`src/rtl/nibble_mem_responder_pkg.sv`:
```
// Shared definitions for the nibble-serial memory responder: widths, wait-state limit
// and the FSM state encoding also used by the processor side.
package nibble_mem_responder_pkg;

    localparam int ADDR_W   = 8;
    localparam int DATA_W   = 8;
    localparam int MAX_WAIT = 15;

    typedef enum logic [2:0] {
        ST_IDLE    = 3'd0,
        ST_ADDR_LO = 3'd1,
        ST_DATA_HI = 3'd2,
        ST_DATA_LO = 3'd3,
        ST_ACCESS  = 3'd4,
        ST_WDONE   = 3'd5,
        ST_RSP_HI  = 3'd6,
        ST_RSP_LO  = 3'd7
    } state_t;

    // States in which a request nibble can be taken from the processor.
    function automatic logic takes_request(input state_t s);
        return (s == ST_IDLE) || (s == ST_ADDR_LO) || (s == ST_DATA_HI) || (s == ST_DATA_LO);
    endfunction

endpackage

```
`src/rtl/nibble_mem_array.sv`:
```
// 256 x 8 storage with one synchronous write port and one registered read port.
// Contents are deliberately not reset.
module nibble_mem_array
    import nibble_mem_responder_pkg::*;
(
    input  logic              clk,
    input  logic              we_i,
    input  logic [ADDR_W-1:0] wr_addr_i,
    input  logic [DATA_W-1:0] wr_data_i,
    input  logic [ADDR_W-1:0] rd_addr_i,
    output logic [DATA_W-1:0] rd_data_o
);

    logic [DATA_W-1:0] mem_q [2**ADDR_W];
    logic [DATA_W-1:0] rd_data_q;

    always_ff @(posedge clk) begin
        if (we_i) begin
            mem_q[wr_addr_i] <= wr_data_i;
        end
        rd_data_q <= mem_q[rd_addr_i];
    end

    assign rd_data_o = rd_data_q;

endmodule

```
`src/rtl/nibble_mem_responder.sv`:
```
// Memory-side responder: collects nibble-serial load/store requests, services them from
// nibble_mem_array after WAIT_STATES extra cycles, and returns read data nibble-serially.
module nibble_mem_responder
    import nibble_mem_responder_pkg::*;
#(
    parameter int WAIT_STATES = 1,
    parameter int NIB_W       = 4
) (
    input  logic             clk,
    input  logic             rst,
    input  logic             req_valid,
    output logic             req_ready,
    input  logic             req_we,
    input  logic [NIB_W-1:0] req_nib,
    output logic             rsp_valid,
    input  logic             rsp_ready,
    output logic [NIB_W-1:0] rsp_nib,
    output logic             wr_done,
    output logic             busy
);

    localparam logic [3:0] WAIT_LD = (WAIT_STATES > MAX_WAIT) ? 4'(MAX_WAIT) : 4'(WAIT_STATES);

    state_t            state_q, state_d;
    logic [ADDR_W-1:0] addr_q, addr_d;
    logic [DATA_W-1:0] wdata_q, wdata_d;
    logic [DATA_W-1:0] rd_buf_q, rd_buf_d;
    logic [3:0]        cnt_q, cnt_d;
    logic              we_q, we_d;
    logic [DATA_W-1:0] rd_data;
    logic              req_fire, rsp_fire, access_last, mem_we;

    assign req_fire    = req_valid && req_ready;
    assign rsp_fire    = rsp_valid && rsp_ready;
    assign access_last = (state_q == ST_ACCESS) && (cnt_q == 4'd0);
    // A reset landing on the final access cycle must not commit the write.
    assign mem_we      = access_last && we_q && !rst;

    always_ff @(posedge clk) begin
        if (rst) begin
            state_q  <= ST_IDLE;
            addr_q   <= '0;
            wdata_q  <= '0;
            rd_buf_q <= '0;
            cnt_q    <= '0;
            we_q     <= 1'b0;
        end else begin
            state_q  <= state_d;
            addr_q   <= addr_d;
            wdata_q  <= wdata_d;
            rd_buf_q <= rd_buf_d;
            cnt_q    <= cnt_d;
            we_q     <= we_d;
        end
    end

    always_comb begin
        state_d = state_q;
        case (state_q)
            ST_IDLE:    if (req_fire) state_d = ST_ADDR_LO;
            ST_ADDR_LO: if (req_fire) state_d = we_q ? ST_DATA_HI : ST_ACCESS;
            ST_DATA_HI: if (req_fire) state_d = ST_DATA_LO;
            ST_DATA_LO: if (req_fire) state_d = ST_ACCESS;
            ST_ACCESS:  if (cnt_q == 4'd0) state_d = we_q ? ST_WDONE : ST_RSP_HI;
            ST_WDONE:   state_d = ST_IDLE;
            ST_RSP_HI:  if (rsp_fire) state_d = ST_RSP_LO;
            ST_RSP_LO:  if (rsp_fire) state_d = ST_IDLE;
            default:    state_d = ST_IDLE;
        endcase
    end

    always_comb begin
        addr_d   = addr_q;
        wdata_d  = wdata_q;
        rd_buf_d = rd_buf_q;
        cnt_d    = cnt_q;
        we_d     = we_q;
        case (state_q)
            ST_IDLE: begin
                if (req_fire) begin
                    addr_d[7:4] = req_nib;
                    we_d        = req_we;
                end
            end
            ST_ADDR_LO: begin
                if (req_fire) begin
                    addr_d[3:0] = req_nib;
                    cnt_d       = WAIT_LD;
                end
            end
            ST_DATA_HI: if (req_fire) wdata_d[7:4] = req_nib;
            ST_DATA_LO: begin
                if (req_fire) begin
                    wdata_d[3:0] = req_nib;
                    cnt_d        = WAIT_LD;
                end
            end
            ST_ACCESS: begin
                if (cnt_q != 4'd0) begin
                    cnt_d = cnt_q - 4'd1;
                end else if (!we_q) begin
                    rd_buf_d = rd_data;
                end
            end
            default: ;
        endcase
    end

    always_comb begin
        req_ready = takes_request(state_q);
        busy      = (state_q != ST_IDLE);
        wr_done   = (state_q == ST_WDONE);
        rsp_valid = 1'b0;
        rsp_nib   = '0;
        case (state_q)
            ST_RSP_HI: begin
                rsp_valid = 1'b1;
                rsp_nib   = rd_buf_q[7:4];
            end
            ST_RSP_LO: begin
                rsp_valid = 1'b1;
                rsp_nib   = rd_buf_q[3:0];
            end
            default: ;
        endcase
    end

    // Read address follows the next-state address so the registered read port already
    // holds mem[addr] during the first access cycle, even with zero wait states.
    nibble_mem_array u_array (
        .clk       (clk),
        .we_i      (mem_we),
        .wr_addr_i (addr_q),
        .wr_data_i (wdata_q),
        .rd_addr_i (addr_d),
        .rd_data_o (rd_data)
    );

endmodule

```
`config.mk`:
```
export PLATFORM = sky130hd
export DESIGN_NAME = nibble_mem_responder
export DESIGN_NICKNAME = d
export VERILOG_FILES = /design/src/rtl/nibble_mem_responder_pkg.sv /design/src/rtl/nibble_mem_array.sv /design/src/rtl/nibble_mem_responder.sv
export SDC_FILE = /design/constraint.sdc
export NUM_CORES = 2
export LEC_CHECK = 0
export ABC_AREA = 1
export BUFFER_PORTS_ARGS = -buffer_cell sky130_fd_sc_hd__clkbuf_2
export CORE_ASPECT_RATIO = 1.4
export CORE_UTILIZATION = 45
export CTS_BUF_LIST = sky130_fd_sc_hd__clkbuf_4 sky130_fd_sc_hd__clkbuf_8
export CTS_CLUSTER_SIZE = 8
export DETAILED_ROUTE_END_ITERATION = 6
export GPL_TIMING_DRIVEN = 0
export PLACE_DENSITY = 0.66
export REMOVE_ABC_BUFFERS = 1
export SYNTH_ARGS = -nofsm -noshare
export SYNTH_HDL_FRONTEND = slang
export SYNTH_SLANG_ARGS = --single-unit
```
`constraint.sdc`:
```
create_clock -name clk -period 3.9 [get_ports clk]
set_input_delay 0.78 -clock clk [delete_from_list [all_inputs] [get_ports clk]]
set_output_delay 0.78 -clock clk [all_outputs]
set_load 0.03 [all_outputs]
```
# Word-level counts from Yosys, hierarchy flattened
# Memories as Yosys holds them, arrays and structs flattened. A register that Yosys moved wholly into a read port is not among the register bits.
# Cells that the tools add are included.
# word_totals
output_inout_bits,8
mem_count,1
word_cells,70
inputBits,9
regBits,32
ramBits,2048
# op_classes
n_mux,21
n_addsub,1
bitwise_logic,2
eq_ne,16
reduce_logical,22
# mem_list
name,depth,word_bits,read_ports,rd_clocked_by_memory_dff,wr,line_no,source
u_array.mem_q,256,8,1,1,1,nibble_mem_array.sv:14,logic [DATA_W-1:0] mem_q [2**ADDR_W];
# ops
op,n
$mux 3,8
$mux 4,6
$pmux 3 s8,1
$pmux 4 s2,2
$eq 3x3->1 const B,4
$ne 2x2->1 const B,6
$reduce_and 7->1,1
$eq 3x2->1 const B,2
$ne 2x1->1 const B,3
$reduce_and 2->1,3
$reduce_and 3->1,2
$logic_and 1x1->1,5
$logic_not 4->1,1
$reduce_bool 4->1,1
$reduce_or 2->1,2
$sub 4x1->4 const B,1
$eq 3x1->1 const B,1
$logic_not 3->1,1
$logic_or 1x1->1,3
$mux 1,3
$reduce_bool 3->1,1
$mux 2,1
$not 1->1,2
$reduce_bool 2->1,1
$logic_not 1->1,1

# Depth between registers and ports, before layout
# depth
ltp_word,7
depth_mapped,18
mapped_depth_nobuf,16

# By module
# From an unflattened synthesis, not the netlist that was laid out.
# unflattened
hier_cells,7220
area_unflattened_um2,84975.2
# modules_own_cells
module,area_per_inst_um2,seq_area_each_um2,cells_each,n_inst
nibble_mem_array,83396.2,61659.1,7003,1
nibble_mem_responder,1579.0,640.6,217,1

# Least setup slack after synthesis
# OpenSTA, ideal clock, no wires.
# synth_path
path_type,register to register
startpoint,reg wdata_q[0]
endpoint,mem u_array.mem_q[0][0] (data pin)
stages_incl_launch_ff,1
t_arrival_ps,3398
path_buffers,0
path_slack_ps,-353
path_cell_list,dfxtp_1
# synth_rtl
element,line_no,source
"start, declared",nibble_mem_responder.sv:26,"logic [DATA_W-1:0] wdata_q, wdata_d;"
"start signal, assigned",nibble_mem_responder.sv:50,wdata_q <= wdata_d;
"end, declared",nibble_mem_array.sv:14,
# No word-level cell before the write port.

# Worst setup path in the final report
# layout_path
startpoint,reg state_q[1]
endpoint,reg u_array.rd_data_q[5] (netlist: u_array.rd_data_o[5]) (read register of u_array.mem_q)
# layout_between
elab_chain_cells,7
word_cells_on_any_way,12
cone_classes,eq/ne: 3; mux: 4; reduce/logical: 5
# layout_lines
element,line_no,source
"start, declared",nibble_mem_responder.sv:24,"state_t state_q, state_d;"
"start signal, assigned",nibble_mem_responder.sv:48,state_q <= state_d;
$eq 3x1->1 / $logic_not 3->1 (equally long branches),"nibble_mem_responder_pkg.sv:22, nibble_mem_responder.sv:78",
$logic_or 1x1->1 (3 in a row),nibble_mem_responder_pkg.sv:22,return (s == ST_IDLE) || (s == ST_ADDR_LO) || (s == ST_DATA_HI) || (s == ST_DATA_LO);
$logic_and 1x1->1,nibble_mem_responder.sv:33,assign req_fire = req_valid && req_ready;
"$mux 4, on equally long branches","nibble_mem_responder.sv:86, nibble_mem_responder.sv:80",
$mux 4,nibble_mem_responder.sv:78,case (state_q)
"end, declared",nibble_mem_array.sv:15,logic [DATA_W-1:0] rd_data_q;
# Parallel ways exist; a longest one is shown, timed or not.
# A chain may end at the register's enable or synchronous reset.

==> results.cfg <==
[run_status]
status = complete, but fails checks
violations = negative setup slack

[setup_path]
cp.required_ns = 4.71
critPathLaunchType = flip-flop
critPathMaxFanout = 33
critPathLaunch = state_q[1]
cp_cell_sequence = nor2_1 -> inv_1 -> nor2_1 -> inv_1 -> a22oi_2 -> buf_8 -> buf_8 -> inv_2 -> nand3_1 -> nand3_1 -> nand3_2 -> nand2_1
path_buf_inv = 5
critPathKind = reg -> reg
r2r_start = state_q[1]
critPathArrivalTime_ns = 4.71
crit_family = simple AND/OR/NAND/NOR gates
slowest_delay_ns = 0.69
slowest_stage = a22oi_2
crit_path_end_kind = flip-flop

[cts]
cts_tree = yes
cts_root_buf = clkbuf_8
numClockSinks = 2088
htreeDepth = 5
clock_latency_ns = 0.92
numCtsBuffers = 316
cts_max_path_buffers = 4
holdBufCountCts = 0
cts.reportedPaths.clkPinSlew_ns = 0.07

[timing]
period_share_pct = 100
fmax_mhz = 256
period_minus_slack_ns = 3.90
final_hold_viol_count = 0
setup_slack_ns = -0.000244
slew_viol_final = 0
final.setup_skew_ns = 0.0340
report.final.setup_viol = 1
worst_pin_slew_ns = 1.21
hold_slack_ns = 0.297
tns_ns = -0.000244
slew_headroom_pct = 18.9

[synthesis]
syn_area_um2 = 90900
synth-simple-area-share_pct = 22.8
synth_edf_count = 2048
synth_async_sr_flop_share_pct = 0
ys_warn_count = 0
ys_ff_latch = 2088
yosys.cell_types.count = 35
synthAdderAreaFrac_pct = 0.0275
syn_area_per_cell_um2 = 10.9
ys_seq_area_share_pct = 68.5
synth_compound_area_share_pct = 1.19
synth-main-ff-cell = edfxtp_1
synth_top_family_by_area = simple AND/OR/NAND/NOR gates
synth_top_area_share_pct = 67.7
muxShareOfSynthArea_pct = 0
yosys.area.top_type = edfxtp_1
synth.area.top_cells = edfxtp_1 (68%), nand3_1 (9.8%), nand2_1 (7.5%), inv_1 (4.8%), nand3b_1 (4.1%)
syn_inst = 8355
yosys.area_share.xor_xnor_pct = 0

[cells_and_area]
fin_nets = 8340
drive_above_1_share_pct = 8.59
syn2layout_area_growth_pct = 12.1

[grt]
track_usage_pct = 24.8
grt_pass1_vias = 60000
grt_start_max_net_pins = 147
antenna_found_initial = 8
grt_pass1_wl_um = 379000
overflow = 0

[route]
wl_per_cell_um = 23.5
drtIter0Drc = 6559
vias = 62000
drcViolationCount = 0
dr.pass1.iters = 7
drtAntennaViolNets = 0
viasPerCell = 5.58
totalWireLength_um = 261000

[placement]
gp_congestion = 0.850
dpl.hpwl_um = 136000
port_buffers = 16

[power]
static-leakage-power_nw = 40.6
max-vdd-ir-drop_v = 0.000502
power_density_nw_per_um2 = 539

[worst_hold_path]
worst_hold_startpoint = rst
hold_path_class = in -> reg

[die]
core_um2 = 200000
io_pins = 17
rows = 194
die_y_um = 534
die-area_um2 = 204000
fp.dieW_um = 382
initial_utilization_pct = 45.4

[job]
drv_cap = 0
[layer usage]
metal / GRT usage (%) / wire length, µm / up-vias
met1: 29.9 / 94600 / 29800
met4: 14.8 / 16800 / 4
met2: 41.5 / 127000 / 3171
li1: - / - / 28200
met5: 0 / 24 / -
met3: 4.58 / 22200 / 794
[final cells by class]
type | count | area, µm²
Multi-Input combinational cell | 4578 | 22400
Clock buffer | 410 | 5150
Sequential cell | 2088 | 62300
Clock inverter | 23 | 136
Fill cell | 17100 | 98200
Antenna cell | 10 | 25.0
Timing Repair inverter | 2 | 32.5
Inverter | 1162 | 4420
Timing Repair Buffer | 181 | 4030
Tap cell | 2646 | 3310
[repair_timing]
action                                  CTS  global route
gates resized for setup                  68            21
gates cloned                             50             6
pin swaps                                 6             4
endpoints found under the setup margin    9             8
hold endpoints to repair                  0             0
setup buffers                            17             7
[final timing paths]
path                                             end  slack (ns)  cells after the start
worst max-delay path            u_array.rd_data_o[5]     -0.0002                     12
worst min-delay path                      state_q[2]        0.30                      2
worst max register to register  u_array.rd_data_o[5]     -0.0002                     12
worst min register to register           rd_buf_q[7]        0.49                      2
[logic make-up (layout without fill, tap and decap cells)]
group,after synthesis,after routing
compound gates,153,153
other cells,0,10
buf+inv,1697,1778
fa+ha+maj,2,2
simple gates,4415,4423
flops,2088,2088
[registers in the layout (all words and copies together) (netlist names)]
name / cells
addr_q: 8
wdata_q: 8
u_array.rd_data_o: 8
state_q: 3
cnt_q: 4
u_array.mem_q: 2048
we_q: 1
rd_buf_q: 8
[Yosys cell counts (4+ instances only)]
master and instances:
nand3b_1 496, edfxtp_1 2048, clkbuf_1 216, buf_2 275, buf_4 9, inv_1 1157
nand2_2 4, nand2_1 1806, inv_2 4, dfxtp_1 40, buf_1 34, a211oi_1 5
nor3_1 9, a21oi_1 10, nand3_1 1785, o21ai_0 18, o211ai_1 112, nor2_1 305
[power breakdown]
group / switching [mW] / total [mW] / internal [mW]
combinational: 9.29 / 13.4 / 4.14
clock: 7.92 / 16.4 / 8.45
sequential: 0.171 / 25.0 / 24.9
[metrics by stage]
stage / power (mW) / std cells / util (%) / setup slack, ns / area [µm²]
2_1_floorplan: 33.8 / 7820 / - / -25.81 / 88500
3_3_place_gp: 37.4 / 10500 / 45.9 / -48.25 / 91900
3_5_place_dp: 36.9 / 10600 / 47.2 / -3.02 / 94400
4_1_cts: 54.5 / 11100 / 50.8 / 0.0479 / 102000
5_1_grt: 56.6 / 11100 / 50.9 / -0.0167 / 102000
6_report: 54.9 / 11100 / 50.9 / -0.000244 / 102000
[placed cells by master, fill, tap and decap left out, types with 21 or more instances in the layout]
cell,instances
edfxtp_1,2048
inv_1,1154
clkbuf_4,79
buf_16,69
nand2_1,1788
buf_4,21
clkbuf_8,331
buf_12,30
nor2_1,305
dfxtp_1,30
nand3_1,1719
bufbuf_16,32
nand3b_1,496
nand3_2,67
o211ai_1,112
(Power assumes the default switching activity.)
